File: src/rtl/reflex_game_ctrl.sv
// reflex_game_ctrl: game sequencer for a click-the-ball reaction game.
// Spawns a ball, times the player's reaction in milliseconds, scores hits
// inside HIT_RADIUS and counts timeouts as misses until MAX_MISSES ends the game.
// Optional feature: define REFLEX_BEST_TIME_EN to track the fastest hit per
// game on best_ms; without it best_ms is tied to 0.
// new_ball is registered, so ball_gen sees it one cycle after SPAWN.
module reflex_game_ctrl #(
  parameter int MS_DIV     = 100000,
  parameter int TIMEOUT_MS = 1000,
  parameter int MAX_MISSES = 3,
  parameter int HIT_RADIUS = 16
) (
  input  logic        clk,
  input  logic        rst,
  input  logic        start,
  input  logic        MOUSE_LEFT,
  input  logic [9:0]  MOUSE_X_POS,
  input  logic [9:0]  MOUSE_Y_POS,
  input  logic [9:0]  ballX,
  input  logic [9:0]  ballY,
  output logic        new_ball,
  output logic        enable_ball_gate,
  output logic [9:0]  score,
  output logic [2:0]  misses,
  output logic [13:0] last_ms,
  output logic [13:0] best_ms,
  output logic        game_over
);

  typedef enum logic [2:0] {
    IDLE, SPAWN, ARM, ACTIVE, CHECK, HIT, MISS, GAME_OVER
  } state_t;

  localparam int              PRE_W      = (MS_DIV > 1) ? $clog2(MS_DIV) : 1;
  localparam logic [PRE_W-1:0] PRE_LAST  = PRE_W'(MS_DIV - 1);
  localparam logic [13:0]     MS_MAX     = 14'd9999;
  localparam logic [13:0]     TIMEOUT    = 14'(TIMEOUT_MS);
  localparam logic [9:0]      SCORE_MAX  = 10'd999;
  localparam logic [2:0]      MISS_LIMIT = 3'(MAX_MISSES);
  localparam logic [20:0]     RADIUS_SQ  = 21'(HIT_RADIUS * HIT_RADIUS);

  state_t           state, next_state;
  logic [PRE_W-1:0] prescaler;
  logic [13:0]      ms_cnt;
  logic             mouse_left_q;
  logic [9:0]       mouse_x_q, mouse_y_q;
  logic             click, timed_out, in_reach, game_start, new_ball_d;
  logic signed [10:0] dx, dy;
  logic signed [20:0] dx_w, dy_w;
  logic [20:0]      dist_sq;

  // Rising edge of the button against its registered copy.
  assign click      = MOUSE_LEFT & ~mouse_left_q;
  assign timed_out  = (ms_cnt >= TIMEOUT);
  assign game_start = ((state == IDLE) || (state == GAME_OVER)) && start;

  // Squared distance between captured click and ball centre. Sign-extending
  // to 21 bits keeps the squares exact (max 639^2 + 479^2 < 2^20).
  assign dx      = $signed({1'b0, mouse_x_q}) - $signed({1'b0, ballX});
  assign dy      = $signed({1'b0, mouse_y_q}) - $signed({1'b0, ballY});
  assign dx_w    = 21'(dx);
  assign dy_w    = 21'(dy);
  assign dist_sq = $unsigned(dx_w * dx_w + dy_w * dy_w);
  assign in_reach = (dist_sq <= RADIUS_SQ);

  // State register.
  always_ff @(posedge clk) begin
    // NOTE: sequential state uses non-blocking assignments so every flop
    // samples pre-edge values regardless of block ordering.
    if (rst) state <= IDLE;
    else     state <= next_state;
  end

  // Next-state logic.
  always_comb begin
    // NOTE: default assignment first so no path leaves next_state unassigned
    // (which would infer a latch).
    next_state = state;
    unique case (state)
      IDLE, GAME_OVER: if (start) next_state = SPAWN;
      SPAWN:           next_state = ARM;
      ARM:             next_state = ACTIVE;
      ACTIVE: begin
        // A click in the timeout cycle still gets its CHECK.
        if (click)          next_state = CHECK;
        else if (timed_out) next_state = MISS;
      end
      CHECK: begin
        if (in_reach)       next_state = HIT;
        else if (timed_out) next_state = MISS;
        else                next_state = ACTIVE;
      end
      HIT:  next_state = SPAWN;
      MISS: next_state = ((misses + 3'd1) == MISS_LIMIT) ? GAME_OVER : SPAWN;
      default: next_state = IDLE;
    endcase
  end

  // Moore outputs decoded from the current state.
  always_comb begin
    new_ball_d       = (state == SPAWN);
    enable_ball_gate = (state == ACTIVE) || (state == CHECK);
    game_over        = (state == GAME_OVER);
  end

  // Registered new-ball request: one pulse per SPAWN visit.
  always_ff @(posedge clk) begin
    if (rst) new_ball <= 1'b0;
    else     new_ball <= new_ball_d;
  end

  // Millisecond prescaler and saturating reaction-time counter.
  always_ff @(posedge clk) begin
    if (rst || state == ARM) begin
      prescaler <= '0;
      ms_cnt    <= '0;
    end else if (state == ACTIVE || state == CHECK) begin
      if (prescaler == PRE_LAST) begin
        prescaler <= '0;
        if (ms_cnt != MS_MAX) ms_cnt <= ms_cnt + 14'd1;
      end else begin
        prescaler <= prescaler + PRE_W'(1);
      end
    end
  end

  // Button history and click-position capture (only while the ball is live).
  always_ff @(posedge clk) begin
    if (rst) begin
      mouse_left_q <= 1'b0;
      mouse_x_q    <= '0;
      mouse_y_q    <= '0;
    end else begin
      mouse_left_q <= MOUSE_LEFT;
      if (state == ACTIVE && click) begin
        mouse_x_q <= MOUSE_X_POS;
        mouse_y_q <= MOUSE_Y_POS;
      end
    end
  end

  // Score, miss count and last reaction time.
  always_ff @(posedge clk) begin
    if (rst || game_start) begin
      score   <= '0;
      misses  <= '0;
      last_ms <= '0;
    end else if (state == HIT) begin
      last_ms <= ms_cnt;
      if (score != SCORE_MAX) score <= score + 10'd1;
    end else if (state == MISS) begin
      misses <= misses + 3'd1;
    end
  end

`ifdef REFLEX_BEST_TIME_EN
  // Fastest hit this game; compares against the value being latched into last_ms.
  always_ff @(posedge clk) begin
    if (rst || game_start)                best_ms <= MS_MAX;
    else if (state == HIT && ms_cnt < best_ms) best_ms <= ms_cnt;
  end
`else
  assign best_ms = '0;
`endif

endmodule

File: config.mk
export PLATFORM = sky130hd
export DESIGN_NAME = reflex_game_ctrl
export DESIGN_NICKNAME = d
export VERILOG_FILES = /design/src/rtl/reflex_game_ctrl.sv
export SDC_FILE = /design/constraint.sdc
export NUM_CORES = 1
export LEC_CHECK = 0
export BUFFER_PORTS_ARGS = -buffer_cell sky130_fd_sc_hd__buf_2
export CORE_MARGIN = 2
export CORE_UTILIZATION = 61
export CTS_CLUSTER_DIAMETER = 60
export DETAILED_ROUTE_END_ITERATION = 8
export PLACE_DENSITY = 0.77
export SYNTH_ARGS = -nofsm -noshare
export SYNTH_HDL_FRONTEND = slang
export SYNTH_SLANG_ARGS = --single-unit
export TNS_END_PERCENT = 30
File: constraint.sdc
create_clock -name clk -period 12.8 [get_ports clk]
set_input_delay 2.56 -clock clk [delete_from_list [all_inputs] [get_ports clk]]
set_output_delay 2.56 -clock clk [all_outputs]
set_load 0.05 [all_outputs]
==> impl_results.html <==
<table>
<tr><th>Metric</th><th>Value</th></tr>
<tr><th colspan="2">Placement</th></tr>
<tr><td>Input/output buffers</td><td>73</td></tr>
<tr><td>DPL Wire Length</td><td>about 24 mm</td></tr>
<tr><td>Final Wtd Congestion</td><td>~0.95</td></tr>
<tr><td>Post-place instance area</td><td>between 10000 and 15000 um^2</td></tr>
<tr><th colspan="2">STA</th></tr>
<tr><td>Transition time at the pin with the least slew margin</td><td>between 1 and 1.5 ns</td></tr>
<tr><td>Final worst clock skew</td><td>0.00830 ns</td></tr>
<tr><td>Setup repair after global routing missed its margin</td><td>false</td></tr>
<tr><td>Total negative slack</td><td>0 ns</td></tr>
<tr><td>Final Hold Slack</td><td>around 0.45 ns</td></tr>
<tr><td>Final count of hold timing violations</td><td>0</td></tr>
<tr><td>Final period demand of the worst path</td><td>11.40 ns</td></tr>
<tr><td>Final Slew Violations</td><td>0</td></tr>
<tr><td>Post-route clock period utilization</td><td>89.1%</td></tr>
<tr><td>Final count of negative-setup-slack endpoints</td><td>0</td></tr>
<tr><td>Max-slew headroom at the worst pin</td><td>between 15 and 20%</td></tr>
<tr><td>Max Freq</td><td>0.0877 GHz</td></tr>
<tr><th colspan="2">Layout</th></tr>
<tr><td>Filler cell count in the final layout</td><td>1757</td></tr>
<tr><td>Post-route standard cell area excluding fillers</td><td>~14000 um^2</td></tr>
<tr><td>Area of all sequential standard cells</td><td>approximately 1700 um^2</td></tr>
<tr><td>ANT cells</td><td>0</td></tr>
<tr><td>Layout area overhead</td><td>7.38%</td></tr>
<tr><td>Core occupancy in the finished layout</td><td>66.1%</td></tr>
<tr><td>Area of the multi-input gates</td><td>around 9700 um^2</td></tr>
<tr><td>Layout cells sized above 1</td><td>8.01%</td></tr>
<tr><td>Number of nets in the layout</td><td>~1.9k</td></tr>
<tr><th colspan="2">Route</th></tr>
<tr><td>Vias</td><td>~9.9k</td></tr>
<tr><td>Drt via density</td><td>5.45</td></tr>
<tr><td>Number of DRC violations after detailed-routing iteration 0</td><td>692</td></tr>
<tr><td>Count of TritonRoute iterations in the first routing pass</td><td>5</td></tr>
<tr><td>Number of nets with antenna violations after detailed routing</td><td>0</td></tr>
<tr><td>Drt wl/cell</td><td>15.9 um</td></tr>
<tr><td>DRC</td><td>0</td></tr>
<tr><td>Overall routed net length</td><td>28.9 mm</td></tr>
<tr><th colspan="2">Clocking</th></tr>
<tr><td>Clk Tree Root Cell</td><td>sky130_fd_sc_hd__clkbuf_16</td></tr>
<tr><td>Total clock buffers created by CTS</td><td>9</td></tr>
<tr><td>Post-CTS Setup Bufs</td><td>0</td></tr>
<tr><td>Number of instances resized during post-cts repair</td><td>0</td></tr>
<tr><td>CTS tree</td><td>built</td></tr>
<tr><td>Clock latency reported for the late side of the worst-skew pair</td><td>about 0.34 ns</td></tr>
<tr><td>Clock Sink Count</td><td>83</td></tr>
<tr><td>Depth of the CTS H-tree</td><td>3</td></tr>
<tr><td>Hold buffers post-CTS</td><td>0</td></tr>
<tr><td>Clock edge transition at the registers on the reported setup and hold paths</td><td>~0.060 ns</td></tr>
<tr><td>Deepest clock path buffer count</td><td>2</td></tr>
<tr><th colspan="2">GRT</th></tr>
<tr><td>Total track usage</td><td>~28%</td></tr>
<tr><td>Vias in the first global route</td><td>roughly 10k</td></tr>
<tr><td>Remaining global-route overflow</td><td>0</td></tr>
<tr><td>Pin count of the biggest net entering global routing</td><td>28</td></tr>
<tr><td>Antenna violations before repair</td><td>0</td></tr>
<tr><td>Wire length of the first global-routing pass</td><td>between 40 and 50 mm</td></tr>
<tr><th colspan="2">Setup path</th></tr>
<tr><td>Worst-path fanout max</td><td>12</td></tr>
<tr><td>Category of the worst setup path capture point</td><td>flip-flop</td></tr>
<tr><td>CP bufs+invs</td><td>8</td></tr>
<tr><td>Startpoint kind of the worst setup timing path</td><td>input pin</td></tr>
<tr><td>R2R Setup Slk</td><td>between 3 and 4 ns</td></tr>
<tr><td>Critical path start-end classification</td><td>input pin to flip-flop</td></tr>
<tr><td>Critical Path Most Common Cell</td><td>sky130_fd_sc_hd__fa_1</td></tr>
<tr><td>Slowest cell on the critical path</td><td>sky130_fd_sc_hd__fa_1</td></tr>
<tr><td>Top delay family on crit path</td><td>adder cells</td></tr>
<tr><td>Data required time at the worst endpoint</td><td>13.05 ns</td></tr>
<tr><td>CP arrival</td><td>between 10 and 15 ns</td></tr>
<tr><td>Largest stage delay, worst path</td><td>0.71 ns</td></tr>
<tr><th colspan="2">Flow run</th></tr>
<tr><td>Maxcap violations</td><td>0</td></tr>
<tr><th colspan="2">Synth</th></tr>
<tr><td>Post-synthesis async set-or-reset flop share</td><td>0%</td></tr>
<tr><td>Number of different library cells in the post-synthesis netlist</td><td>72</td></tr>
<tr><td>Yosys Warn Count</td><td>0</td></tr>
<tr><td>Count of flip-flops with a built-in enable after synthesis</td><td>0</td></tr>
<tr><td>Post-Synthesis Cell Area</td><td>around 13000 um^2</td></tr>
<tr><td>Commonest cells in the netlist</td><td>330 x sky130_fd_sc_hd__inv_1, 230 x sky130_fd_sc_hd__fa_1, 140 x sky130_fd_sc_hd__nand2_1</td></tr>
<tr><td>Number of cells produced by synthesis</td><td>around 1.5k</td></tr>
<tr><td>Largest cells by area after synthesis</td><td>sky130_fd_sc_hd__fa_1 36%, sky130_fd_sc_hd__dfxtp_1 13%, sky130_fd_sc_hd__inv_1 9.7%</td></tr>
<tr><td>Most frequently used cell type in the post-synthesis netlist</td><td>sky130_fd_sc_hd__inv_1</td></tr>
<tr><td>Area fraction of the dominant cell type after synthesis</td><td>between 30% and 40%</td></tr>
<tr><td>Flops &amp; latches, synth</td><td>83</td></tr>
<tr><td>Sequential fraction of the synthesis area</td><td>around an eighth</td></tr>
<tr><td>Most used flip-flop cell after synthesis</td><td>sky130_fd_sc_hd__dfxtp_1</td></tr>
<tr><td>Biggest area consumer among synthesized cells</td><td>sky130_fd_sc_hd__fa_1</td></tr>
<tr><td>Avg Inst Size Synth</td><td>8.62 um^2</td></tr>
<tr><th colspan="2">Die</th></tr>
<tr><td>Die area</td><td>between 20000 and 25000 um^2</td></tr>
<tr><td>Width of the die</td><td>~150 um</td></tr>
<tr><td>Area inside the core boundary</td><td>20800 um^2</td></tr>
<tr><td>Die boundary height</td><td>149 um</td></tr>
<tr><td>Num ports</td><td>88</td></tr>
<tr><td>Floorplan row count</td><td>53</td></tr>
<tr><td>Effective utilization at floorplan</td><td>61.5%</td></tr>
<tr><th colspan="2">Run status</th></tr>
<tr><td>Status</td><td>finished clean</td></tr>
<tr><th colspan="2">Worst hold path</th></tr>
<tr><td>Path type of the worst min-delay path</td><td>flip-flop to flip-flop</td></tr>
</table>
-- final cells by class --
type | count | share of cell area [%]
repair buffers | 86 | 3.36
clock buffers | 11 | 1.76
inverters | 344 | 9.38
well taps | 275 | 2.50
multi-input cells | 1020 | 70.2
flip-flops and latches | 83 | 12.1
clock inverters | 4 | 0.718
-- flip-flops by register name, indices dropped and copies added (netlist names) --
signal,count
mouse_left_q,1
ms_cnt,14
prescaler,17
last_ms,14
new_ball,1
mouse_y_q,10
score,10
mouse_x_q,10
misses,3
state,3
-- layout by cell type, fill, tap and decap left out, types with 5 or more instances in the layout --
| cell | n |
|---|---|
| sky130_fd_sc_hd__a211oi_1 | 7 |
| sky130_fd_sc_hd__a21o_1 | 9 |
| sky130_fd_sc_hd__a21oi_1 | 62 |
| sky130_fd_sc_hd__and3_1 | 12 |
| sky130_fd_sc_hd__buf_2 | 73 |
| sky130_fd_sc_hd__buf_4 | 13 |
| sky130_fd_sc_hd__clkbuf_16 | 9 |
| sky130_fd_sc_hd__conb_1 | 14 |
| sky130_fd_sc_hd__dfxtp_1 | 83 |
| sky130_fd_sc_hd__fa_1 | 230 |
| sky130_fd_sc_hd__ha_1 | 96 |
| sky130_fd_sc_hd__inv_1 | 330 |
| sky130_fd_sc_hd__inv_2 | 11 |
| sky130_fd_sc_hd__mux2i_1 | 5 |
| sky130_fd_sc_hd__nand2_1 | 140 |
| sky130_fd_sc_hd__nand2b_1 | 17 |
| sky130_fd_sc_hd__nand3_1 | 41 |
| sky130_fd_sc_hd__nand4_1 | 13 |
| sky130_fd_sc_hd__nor2_1 | 134 |
| sky130_fd_sc_hd__nor2b_1 | 11 |
| sky130_fd_sc_hd__nor3_1 | 25 |
| sky130_fd_sc_hd__nor4_1 | 6 |
| sky130_fd_sc_hd__nor4b_1 | 5 |
| sky130_fd_sc_hd__o21a_1 | 6 |
| sky130_fd_sc_hd__o21ai_0 | 20 |
| sky130_fd_sc_hd__o21ai_1 | 13 |
| sky130_fd_sc_hd__or3_1 | 15 |
| sky130_fd_sc_hd__xnor2_1 | 36 |
| sky130_fd_sc_hd__xor2_1 | 39 |
-- per-stage QoR --
step                worst slack, ns  cells
floorplan                      1.98   1500
global placement               1.36   1808
CTS                            1.46   1823
global route                   1.04   1823
finish                         1.40   1823
detailed placement             1.13   1808
-- tightest hold or removal path, cell delays in order, from the launching register on --
cell	delay [ns]
sky130_fd_sc_hd__dfxtp_1	0.30
sky130_fd_sc_hd__nand2_1	0.05
sky130_fd_sc_hd__a21oi_1	0.05
-- cell families (layout without fill, tap and decap cells) --
logic type                 Yosys count  count (layout)  share of synthesized area (%)
and+or+nand+nor                    447             447                           16.4
buffers and inverters              397             445                           12.1
adders and majority gates          326             326                           45.3
AOI/OAI and AO/OA                  151             151                           7.43
DFF                                 83              83                           13.0
xor gates and xnor gates            76              76                           5.30
muxes                                6               6                          0.478
other                                1              14                         0.0293
-- per-layer routing --
metal | routed length (um) | part of all wire, % | up-vias | global-route usage, %
met5 | 0 | 0 | - | 0
met4 | 721 | 2.5 | 0 | 7.38
met3 | 1620 | 5.6 | 53 | 3.88
met2 | 14600 | 50 | 340 | 48.1
met1 | 12000 | 41 | 4866 | 36.1
li1 | - | - | 4677 | -
-- final timing paths --
kind	startpoint	cells past startpoint	end
min reg2reg	last_ms[2]	2	last_ms[2]
min	last_ms[2]	2	last_ms[2]
max reg2reg	mouse_y_q[0]	31	state[0]
max	ballY[2]	31	state[0]
Power is not shown: default switching activity piles up to over one toggle a cycle in this logic, so the estimate is an artifact.
